`src/rtl/dac_feed_pkg.sv`:
```
// Shared encodings for the DAC sample feeder: FSM states, source modes and
// the DAC sample width.
package dac_feed_pkg;

  localparam int DAC_DW = 10;

  typedef enum logic [2:0] {
    ST_IDLE,
    ST_CHECK,
    ST_BURST,
    ST_SETTLE,
    ST_DONE
  } state_e;

  typedef enum logic [1:0] {
    MODE_ONESHOT = 2'b00,
    MODE_LOOP    = 2'b01,
    MODE_SAW     = 2'b10,
    MODE_TRI     = 2'b11
  } mode_e;

endpackage

```
`src/rtl/dac_sample_src.sv`:
```
// Sample source for the DAC feeder: programmable table plus index, sawtooth
// and triangle generators. The current sample is valid combinationally.
module dac_sample_src
  import dac_feed_pkg::*;
#(
  parameter int TBL_AW = 6
) (
  input  logic              clk,
  input  logic              rst_n,
  input  logic              tbl_we_i,
  input  logic [TBL_AW-1:0] tbl_addr_i,
  input  logic [DAC_DW-1:0] tbl_wdata_i,
  input  logic              clear_i,
  input  logic              advance_i,
  input  mode_e             mode_i,
  input  logic [TBL_AW-1:0] tbl_last_i,
  input  logic [DAC_DW-1:0] step_i,
  output logic [DAC_DW-1:0] sample_o,
  output logic              last_o
);

  logic [DAC_DW-1:0] tblMem [2**TBL_AW];
  logic [TBL_AW-1:0] index_q, index_d;
  logic [DAC_DW-1:0] ramp_q, ramp_d;
  logic              up_q, up_d;
  logic [DAC_DW:0]   rampSum;

  // Table contents deliberately survive reset.
  always_ff @(posedge clk) begin
    if (tbl_we_i) tblMem[tbl_addr_i] <= tbl_wdata_i;
  end

  assign rampSum  = {1'b0, ramp_q} + {1'b0, step_i};
  assign last_o   = (index_q == tbl_last_i);
  assign sample_o = (mode_i == MODE_ONESHOT || mode_i == MODE_LOOP) ? tblMem[index_q] : ramp_q;

  always_comb begin
    index_d = index_q;
    ramp_d  = ramp_q;
    up_d    = up_q;
    if (clear_i) begin
      index_d = '0;
      ramp_d  = '0;
      up_d    = 1'b1;
    end else if (advance_i) begin
      case (mode_i)
        MODE_ONESHOT, MODE_LOOP: index_d = last_o ? '0 : index_q + TBL_AW'(1);
        MODE_SAW:                ramp_d  = rampSum[DAC_DW-1:0];
        default: begin
          // Triangle clamps at both rails and reverses there.
          if (up_q) begin
            if (rampSum[DAC_DW]) begin
              ramp_d = '1;
              up_d   = 1'b0;
            end else begin
              ramp_d = rampSum[DAC_DW-1:0];
            end
          end else if (ramp_q < step_i) begin
            ramp_d = '0;
            up_d   = 1'b1;
          end else begin
            ramp_d = ramp_q - step_i;
          end
        end
      endcase
    end
  end

  always_ff @(posedge clk or negedge rst_n) begin
    if (!rst_n) begin
      index_q <= '0;
      ramp_q  <= '0;
      up_q    <= 1'b1;
    end else begin
      index_q <= index_d;
      ramp_q  <= ramp_d;
      up_q    <= up_d;
    end
  end

endmodule

```
`src/rtl/dac_sample_feeder.sv`:
```
// Burst refill producer for the 10-bit DAC FIFO: streams table, sawtooth or
// triangle samples into the FIFO whenever it reports low.
module dac_sample_feeder
  import dac_feed_pkg::*;
#(
  parameter int TBL_AW = 6,
  parameter int BL_W   = 4
) (
  input  logic              clk,
  input  logic              rst_n,
  input  logic              tbl_we_i,
  input  logic [TBL_AW-1:0] tbl_addr_i,
  input  logic [DAC_DW-1:0] tbl_wdata_i,
  input  logic              start_i,
  input  logic              stop_i,
  input  logic [1:0]        mode_i,
  input  logic [TBL_AW-1:0] tbl_last_i,
  input  logic [DAC_DW-1:0] step_i,
  input  logic [BL_W-1:0]   burst_len_i,
  input  logic              dac_low_i,
  input  logic              dac_empty_i,
  output logic              dac_wr_o,
  output logic [DAC_DW-1:0] dac_data_o,
  output logic              busy_o,
  output logic              done_o,
  output logic              underrun_o
);

  state_e            state_q, state_d;
  mode_e             mode_q, mode_d;
  logic [TBL_AW-1:0] tblLast_q, tblLast_d;
  logic [DAC_DW-1:0] step_q, step_d;
  logic [BL_W-1:0]   burstLen_q, burstLen_d;
  logic [BL_W-1:0]   burstCnt_q, burstCnt_d;
  logic              settle_q, settle_d;
  logic              wr_q, wr_d;
  logic [DAC_DW-1:0] data_q, data_d;
  logic              busy_q, busy_d;
  logic              done_q, done_d;
  logic              underrun_q, underrun_d;
  logic              primed_q, primed_d;
  logic              issueWr, srcClear;
  logic [DAC_DW-1:0] srcSample;
  logic              srcLast;

  dac_sample_src #(.TBL_AW(TBL_AW)) u_src (
    .clk        (clk),
    .rst_n      (rst_n),
    .tbl_we_i   (tbl_we_i),
    .tbl_addr_i (tbl_addr_i),
    .tbl_wdata_i(tbl_wdata_i),
    .clear_i    (srcClear),
    .advance_i  (issueWr),
    .mode_i     (mode_q),
    .tbl_last_i (tblLast_q),
    .step_i     (step_q),
    .sample_o   (srcSample),
    .last_o     (srcLast)
  );

  // The state leads the registered strobe: the edge issuing the final write of
  // a burst already moves on, so the cycle showing that write is the first
  // SETTLE (or the DONE) cycle.
  always_comb begin
    state_d    = state_q;
    mode_d     = mode_q;
    tblLast_d  = tblLast_q;
    step_d     = step_q;
    burstLen_d = burstLen_q;
    burstCnt_d = burstCnt_q;
    settle_d   = settle_q;
    wr_d       = 1'b0;
    data_d     = data_q;
    busy_d     = busy_q;
    done_d     = 1'b0;
    underrun_d = underrun_q;
    primed_d   = primed_q;
    issueWr    = 1'b0;
    srcClear   = 1'b0;

    case (state_q)
      ST_IDLE: begin
        if (start_i && !stop_i) begin
          state_d    = ST_CHECK;
          mode_d     = mode_e'(mode_i);
          tblLast_d  = tbl_last_i;
          step_d     = step_i;
          burstLen_d = (burst_len_i == '0) ? BL_W'(1) : burst_len_i;
          busy_d     = 1'b1;
          underrun_d = 1'b0;
          primed_d   = 1'b0;
          srcClear   = 1'b1;
        end
      end
      ST_CHECK: begin
        if (stop_i) begin
          state_d = ST_IDLE;
          busy_d  = 1'b0;
        end else if (dac_low_i) begin
          issueWr    = 1'b1;
          burstCnt_d = BL_W'(1);
        end
      end
      ST_BURST: begin
        if (stop_i) begin
          state_d = ST_IDLE;
          busy_d  = 1'b0;
        end else begin
          issueWr    = 1'b1;
          burstCnt_d = burstCnt_q + BL_W'(1);
        end
      end
      ST_SETTLE: begin
        if (stop_i) begin
          state_d = ST_IDLE;
          busy_d  = 1'b0;
        end else if (settle_q) begin
          state_d = ST_CHECK;
        end else begin
          settle_d = 1'b1;
        end
      end
      ST_DONE: begin
        state_d = ST_IDLE;
        busy_d  = 1'b0;
        done_d  = !stop_i;
      end
      default: begin
        state_d = ST_IDLE;
        busy_d  = 1'b0;
      end
    endcase

    if (issueWr) begin
      wr_d     = 1'b1;
      data_d   = srcSample;
      primed_d = 1'b1;
      if (mode_q == MODE_ONESHOT && srcLast) begin
        state_d = ST_DONE;
      end else if (burstCnt_d == burstLen_q) begin
        state_d  = ST_SETTLE;
        settle_d = 1'b0;
      end else begin
        state_d = ST_BURST;
      end
    end

    if (busy_q && primed_q && dac_empty_i) underrun_d = 1'b1;
  end

  always_ff @(posedge clk or negedge rst_n) begin
    if (!rst_n) begin
      state_q    <= ST_IDLE;
      mode_q     <= MODE_ONESHOT;
      tblLast_q  <= '0;
      step_q     <= '0;
      burstLen_q <= BL_W'(1);
      burstCnt_q <= '0;
      settle_q   <= 1'b0;
      wr_q       <= 1'b0;
      data_q     <= '0;
      busy_q     <= 1'b0;
      done_q     <= 1'b0;
      underrun_q <= 1'b0;
      primed_q   <= 1'b0;
    end else begin
      state_q    <= state_d;
      mode_q     <= mode_d;
      tblLast_q  <= tblLast_d;
      step_q     <= step_d;
      burstLen_q <= burstLen_d;
      burstCnt_q <= burstCnt_d;
      settle_q   <= settle_d;
      wr_q       <= wr_d;
      data_q     <= data_d;
      busy_q     <= busy_d;
      done_q     <= done_d;
      underrun_q <= underrun_d;
      primed_q   <= primed_d;
    end
  end

  assign dac_wr_o   = wr_q;
  assign dac_data_o = data_q;
  assign busy_o     = busy_q;
  assign done_o     = done_q;
  assign underrun_o = underrun_q;

endmodule

```
`config.mk`:
```
export PLATFORM = sky130hd
export DESIGN_NAME = dac_sample_feeder
export DESIGN_NICKNAME = d
export VERILOG_FILES = /design/src/rtl/dac_feed_pkg.sv /design/src/rtl/dac_sample_src.sv /design/src/rtl/dac_sample_feeder.sv
export SDC_FILE = /design/constraint.sdc
export NUM_CORES = 1
export LEC_CHECK = 0
export BUFFER_PORTS_ARGS = -buffer_cell sky130_fd_sc_hd__clkbuf_2
export CAP_MARGIN = 0
export CORE_MARGIN = 3
export CORE_UTILIZATION = 66
export CTS_CLUSTER_DIAMETER = 40
export DETAILED_ROUTE_END_ITERATION = 8
export HOLD_SLACK_MARGIN = 0.05
export PLACE_DENSITY = 0.79
export SETUP_SLACK_MARGIN = 0.02
export SLEW_MARGIN = 25
export SYNTH_ARGS = -nofsm -noshare
export SYNTH_HDL_FRONTEND = slang
export SYNTH_SLANG_ARGS = --single-unit
```
`constraint.sdc`:
```
create_clock -name clk -period 3.7 [get_ports clk]
set_input_delay 0.555 -clock clk [delete_from_list [all_inputs] [get_ports clk]]
set_output_delay 0.555 -clock clk [all_outputs]
set_load 0.03 [all_outputs]
```
After elaboration in Yosys (flattened, before gate mapping):

Memory sizes are Yosys's and may differ from the RTL's.
Cells that the tools add are included.
W data, S select, Z words.

* register bits after elaboration: 62
* memory bits (writable): 640
* memories: 1
* logic and storage cells: 116
* output and inout port bits: 14

Memories
* u_src.tblMem: depth 64, width 10, rd ports 1, clocked after Yosys merged registers in 0, wr ports 1, line dac_sample_src.sv:22 `logic [DAC_DW-1:0] tblMem [2**TBL_AW];`

* multiplexer cells: 52
* add/sub/neg operators: 4
* reductions and logical operators: 27
* magnitude comparators: 1
* eq/ne operators: 15

Operators with widths (number)
* $mux W10: 6
* $mux W1: 27
* $mux W6: 4
* $pmux W10 S2: 1
* $mux W3: 6
* $mux W4: 4
* $reduce_and A2 Y1: 7
* $reduce_bool A2 Y1: 6
* $add A10 B10 Y11: 1
* $lt A10 B10 Y1: 1
* $sub A10 B10 Y10: 1
* $pmux W3 S3: 1
* $pmux W4 S2: 1
* $add A6 B1 Y6 const B: 1
* $eq A3 B2 Y1 const B: 2
* $eq A6 B6 Y1: 1
* $reduce_or A3 Y1: 2
* $add A4 B1 Y4 const B: 1
* $eq A4 B4 Y1: 1
* $logic_and A1 B1 Y1: 4
* $logic_not A4 Y1: 1
* $ne A2 B1 Y1 const B: 2
* $ne A2 B2 Y1 const B: 2
* $ne A4 B4 Y1 const B: 1
* other kinds (13): 15

Depth between registers and ports, before layout:

* depth in word-level cells: 7
* mapped depth: 10
* mapped depth without buffers: 9

By module:

Synthesis repeated with hierarchy kept, for this count alone.

* cell total of the unflattened synthesis: 1628
* area, all modules: 28919.0 um^2

Modules (own cells, without submodules)
* dac_sample_src: area each 27019.7 um^2, times used 1, cells an instance 1442, seq. area each 19645.1 um^2
* dac_sample_feeder: area each 1899.3 um^2, times used 1, cells an instance 186, seq. area each 1127.3 um^2

Worst setup path before layout:

Ideal clock, no wire load.

* path kind: register to register
* start point: reg step_q[0]
* end point: reg u_src.ramp_q[3]
* clock period less this slack: 2.289 ns
* setup time: 0.095 ns
* arrival: 2.194 ns
* cell stages (with the launch flop): 11
* slack: 1.411 ns
* data required time: 3.605 ns
* cell sequence: dfrtp_1 ha_1 inv_1 fa_1 o21ba_2 o21ai_0 a31o_2 a21o_1 clkbuf_1 nor3_1 o31ai_1

* cells in the longest elaborated chain, start to end: 6
* elaborated cells between the ends (all ways): 9
* those cells by class: 2 x add/sub; 1 x order compare; 6 x mux

Ends and longest elaborated chain
* from (decl): line dac_sample_feeder.sv:32 `logic [DAC_DW-1:0] step_q, step_d;`
* from (signal assigned): line dac_sample_feeder.sv:170 `step_q <= step_d;`
* $sub A10 B10 Y10, or another cell as far along: line dac_sample_src.sv:62 `ramp_d = ramp_q - step_i;`
* $mux W10 (on tied branches): line dac_sample_src.sv:58, dac_sample_src.sv:52
* $mux W10: line dac_sample_src.sv:51 `if (up_q) begin`
* $pmux W10 S2 (*): line dac_sample_src.sv:46 `case (mode_i)`
* $mux W10 (*): line dac_sample_src.sv:45 `end else if (advance_i) begin`
* $mux W10 (*): line dac_sample_src.sv:41 `if (clear_i) begin`
* to (signal assigned): line dac_sample_src.sv:76 `ramp_q <= ramp_d;`
* to (decl): line dac_sample_src.sv:24 `logic [DAC_DW-1:0] ramp_q, ramp_d;`

Mark *: on every way between the ends. The rest lies on a longest branch, timed or not. The select of a mux whose other input is x is not followed.
A chain may end at the register's enable or synchronous reset.

Worst setup path after layout:

* start point: reg u_src.index_q[0]
* end point: reg data_q[6] (netlist: dac_data_o[6])

* cells in the longest elaborated chain, start to end: 2

Ends and longest elaborated chain
* from (decl): line dac_sample_src.sv:23 `logic [TBL_AW-1:0] index_q, index_d;`
* from (signal assigned): line dac_sample_src.sv:75 `index_q <= index_d;`
* $mem_v2 Z64 W10
* $mux W10: line dac_sample_src.sv:35 `assign sample_o = (mode_i == MODE_ONESHOT || mode_i == MODE_LOOP) ? tblMem[index_q] : ramp_q;`
* to (signal assigned): line dac_sample_feeder.sv:175 `data_q <= data_d;`
* to (decl): line dac_sample_feeder.sv:37 `logic [DAC_DW-1:0] data_q, data_d;`

Every way passes these cells.

==> run summary <==
Outcome: finished clean
Min Tclk post-route: 3.22 ns
Max VDD drop: 613 uV
Critical path type: register to register
Vias per cell: 6.89
DR pass1 iterations: 5
# setup viols final: 0
Setup TNS: 0 ns
Syn Area/Cell: 18.5 um^2
Multi-input gate area: 0.00721 mm^2
Ranking of synthesized cells by area: edfxtp_1 (67%), mux4_2 (12%), dfrtp_1 (5.3%)
Worst Path Required: 4.20 ns
Fin crit share: 86.9%
Synth cell types: 72
Routed vias: 16068
Top FF cell, synth: edfxtp_1
Placed insts: 2187
Fill count: 2161
Fraction of layout cells with a size suffix above 1: 27.3%
Clk buf depth: 3
Post-Syn Area: 0.0286 mm^2
Worst-path fanout max: 27
Synth area leader: edfxtp_1
Core area: 0.0423 mm^2
Sequential cell area: 0.0208 mm^2
First-pass GRT wire length: 106000 um
Root Buffer: clkbuf_16
H-Tree Depth: 3
Non-Filler Instances: 2332
HPWL Detailed: 40500 um
Port-buffer cells: 58
DP Area: 0.0299 mm^2
Ys Warns: 0
Wire length per cell: 30.2 um
Power Dens Cells: 693 mW/mm^2
DRT iter0 DRCs: 2213
Leakage power figure: 10.8 nW
Clock edge transition at the registers on the reported setup and hold paths: 0.06 ns
Net Count, Synth: 1615
GRT overflow: 0
Area Growth Syn to Fin: 14.1%
CP Capture Type: register
Min Hold Slack: 0.143 ns
Top-area cell type share of the netlist area: 67.3%
RSZ-0062 raised after global routing: no
Seq cells post-synth: 702
Final instance area: 0.0326 mm^2
Synth Instances: 1546
Post-Route WL: 70500 um
Largest net degree at the start of global routing: 65
Setup bufs post-CTS: 0
Initial antenna violation count: 2
Slew headroom: 30.1%
IO Pins: 59
Worst-Margin Slew: 1.05 ns
Clock skew after layout: 0.0262 ns
Power, Total: 22.6 mW
Post-route ant nets: 0
Clock net sink count: 702
Nets: 1762
Clock buffer count from CTS: 79
CTS tree: built
Post-synth EDFFs: 640
Max-cap violations: 0
Async S/R FF share, synth: 8.83%
Starting Density: 67.5%
Critical Path Start Type: register
Sequential area share after synthesis: 72.7%
Hold Crit Class: primary input to register
Row count: 75
Placer Congestion: 0.860
Slew Limit Fails: 0
Total Die Area: 0.0458 mm^2
# DRC: 0
Fmax: 0.311 GHz
Vias in the first global route: 16208
CP Data Arrival Time: 3.72 ns
Gr usage total: 31.6%
Die Wd: 214 um
Die height: 214 um
Fin. Hold Viols: 0
Clk_lat worst skew: 0.63 ns
==> area by class of cell <==
cell class	instances	area share (%)
diodes	1	0.00768
clock buffers	91	6.37
clock inverters	51	1.74
inverters	24	0.277
multi-input cells	729	22.1
flip-flops and latches	702	63.8
well taps	577	2.22
repair buffers	157	3.44
==> worst paths after layout <==
path,cells past startpoint,startpoint,end,slack [ns]
setup / recovery,6,u_src.index_q[0]$_DFFE_PN0P_,dac_data_o[6]$_DFFE_PN0P_,0.48
hold / removal,3,step_i[6],step_q[6]$_DFFE_PN0P_,0.14
setup reg to reg,6,u_src.index_q[0]$_DFFE_PN0P_,dac_data_o[6]$_DFFE_PN0P_,0.48
hold reg to reg,2,burstLen_q[0]$_DFFE_PN1P_,burstLen_q[0]$_DFFE_PN1P_,0.48
max in group asynchronous,3,rst_n,burstLen_q[0]$_DFFE_PN1P_,2.15
min in group asynchronous,2,rst_n,state_q[0]$_DFFE_PN0P_,0.55
==> kinds of logic after synthesis <==
group,count (synthesis),share of synthesized area [%]
multiplexers,199,13.9
buffers and inverters,115,2.06
XOR/XNOR,19,0.583
AND/OR/NAND/NOR,289,4.75
flip-flops,702,72.7
adder cells (fa/ha/maj),24,1.10
AO/OA/AOI/OAI,198,4.83
==> per-layer routing <==
layer | part of all wire (%) | GRT usage [%] | wire (um)
met2 | 49 | 49.7 | 34200
met5 | 0.017 | 0 | 12
met3 | 11 | 7.83 | 7920
met4 | 3.5 | 11.2 | 2480
met1 | 37 | 44.2 | 25900
==> flip-flops by register name, summed over array words and instances (netlist names), 2 cells and up <==
register and count:
burstCnt_q 4, burstLen_q 4, dac_data_o 10, mode_q 2, state_q 3, step_q 10
tblLast_q 6, u_src.index_q 6, u_src.ramp_q 10, u_src.tblMem 640
==> critical path: stages (launching register included) <==
cell and delay, ns:
dfrtp_4 0.82, buf_4 0.48, mux4_2 0.58, a221oi_2 0.47, o22ai_1 0.26, nor4_1 0.36, nor2_1 0.10
==> power by group <==
part | total (mW) | leakage, nW | switching [mW] | internal [mW]
Sequential | 9.45 | 6.53 | 0.462 | 8.99
Combinational | 5.25 | 3.03 | 2.95 | 2.29
Clock | 7.88 | 1.28 | 3.33 | 4.55
Total | 22.6 | 10.8 | 6.75 | 15.8
==> cells in the mapped netlist, drive strengths merged (3+ instances only) <==
| library cell | count |
|---|---|
| and3 | 5 |
| o31ai | 9 |
| ha | 22 |
| inv | 24 |
| nor2b | 11 |
| nor3 | 21 |
| o21ai | 50 |
| or2 | 3 |
| a221oi | 20 |
| mux2i | 32 |
| clkbuf | 51 |
| nand3 | 16 |
| or3 | 4 |
| mux4 | 158 |
| nor2 | 98 |
| nand3b | 15 |
| buf | 40 |
| xnor2 | 12 |
| edfxtp | 640 |
| a22oi | 4 |
| a31oi | 6 |
| xor2 | 7 |
| a22o | 22 |
| nand2b | 11 |
| mux2 | 9 |
| a21o | 4 |
| o211ai | 11 |
| dfrtp | 60 |
| nand2 | 82 |
| o22ai | 15 |
| nor4 | 5 |
| a21oi | 32 |
| nand4 | 5 |
==> timing repair <==
item / 4_1_cts / 5_1_grt
resized for setup: 0 / 0
endpoints found under the hold margin: 26 / 0
hold buffers: 1 / 0
==> layout by cell type (no fill, tap or decap), types with 6 or more instances in the layout <==
| cell | synthesis | layout |
|---|---|---|
| a21oi_1 | 31 | 31 |
| a221oi_1 | 17 | 17 |
| a22o_1 | 22 | 22 |
| a31oi_1 | 6 | 6 |
| buf_4 | 6 | 92 |
| bufinv_16 | 0 | 6 |
| clkbuf_1 | 51 | 8 |
| clkbuf_16 | 0 | 80 |
| clkbuf_2 | 0 | 55 |
| clkinv_2 | 0 | 9 |
| clkinvlp_4 | 0 | 6 |
| dfrtp_1 | 60 | 57 |
| edfxtp_1 | 640 | 640 |
| ha_1 | 22 | 22 |
| inv_1 | 23 | 23 |
| inv_6 | 0 | 12 |
| mux2_2 | 9 | 9 |
| mux2i_1 | 32 | 32 |
| mux4_2 | 158 | 158 |
| nand2_1 | 82 | 82 |
| nand2b_1 | 11 | 11 |
| nand3_1 | 16 | 16 |
| nand3b_1 | 15 | 15 |
| nor2_1 | 98 | 94 |
| nor2b_1 | 11 | 10 |
| nor3_1 | 21 | 21 |
| o211ai_1 | 11 | 11 |
| o21ai_0 | 47 | 47 |
| o22ai_1 | 15 | 15 |
| o31ai_1 | 9 | 9 |
| xnor2_1 | 12 | 12 |
| xor2_1 | 7 | 7 |
==> per-stage QoR <==
stage | setup slack (ns) | utilization (%)
floorplan | 1.41 | -
global placement | 0.624 | 70.6
detailed placement | 0.579 | 70.6
CTS | 0.471 | 76.9
global route | 0.371 | 77.0
finish | 0.484 | 77.0
Power figures use the tool's default switching activity.
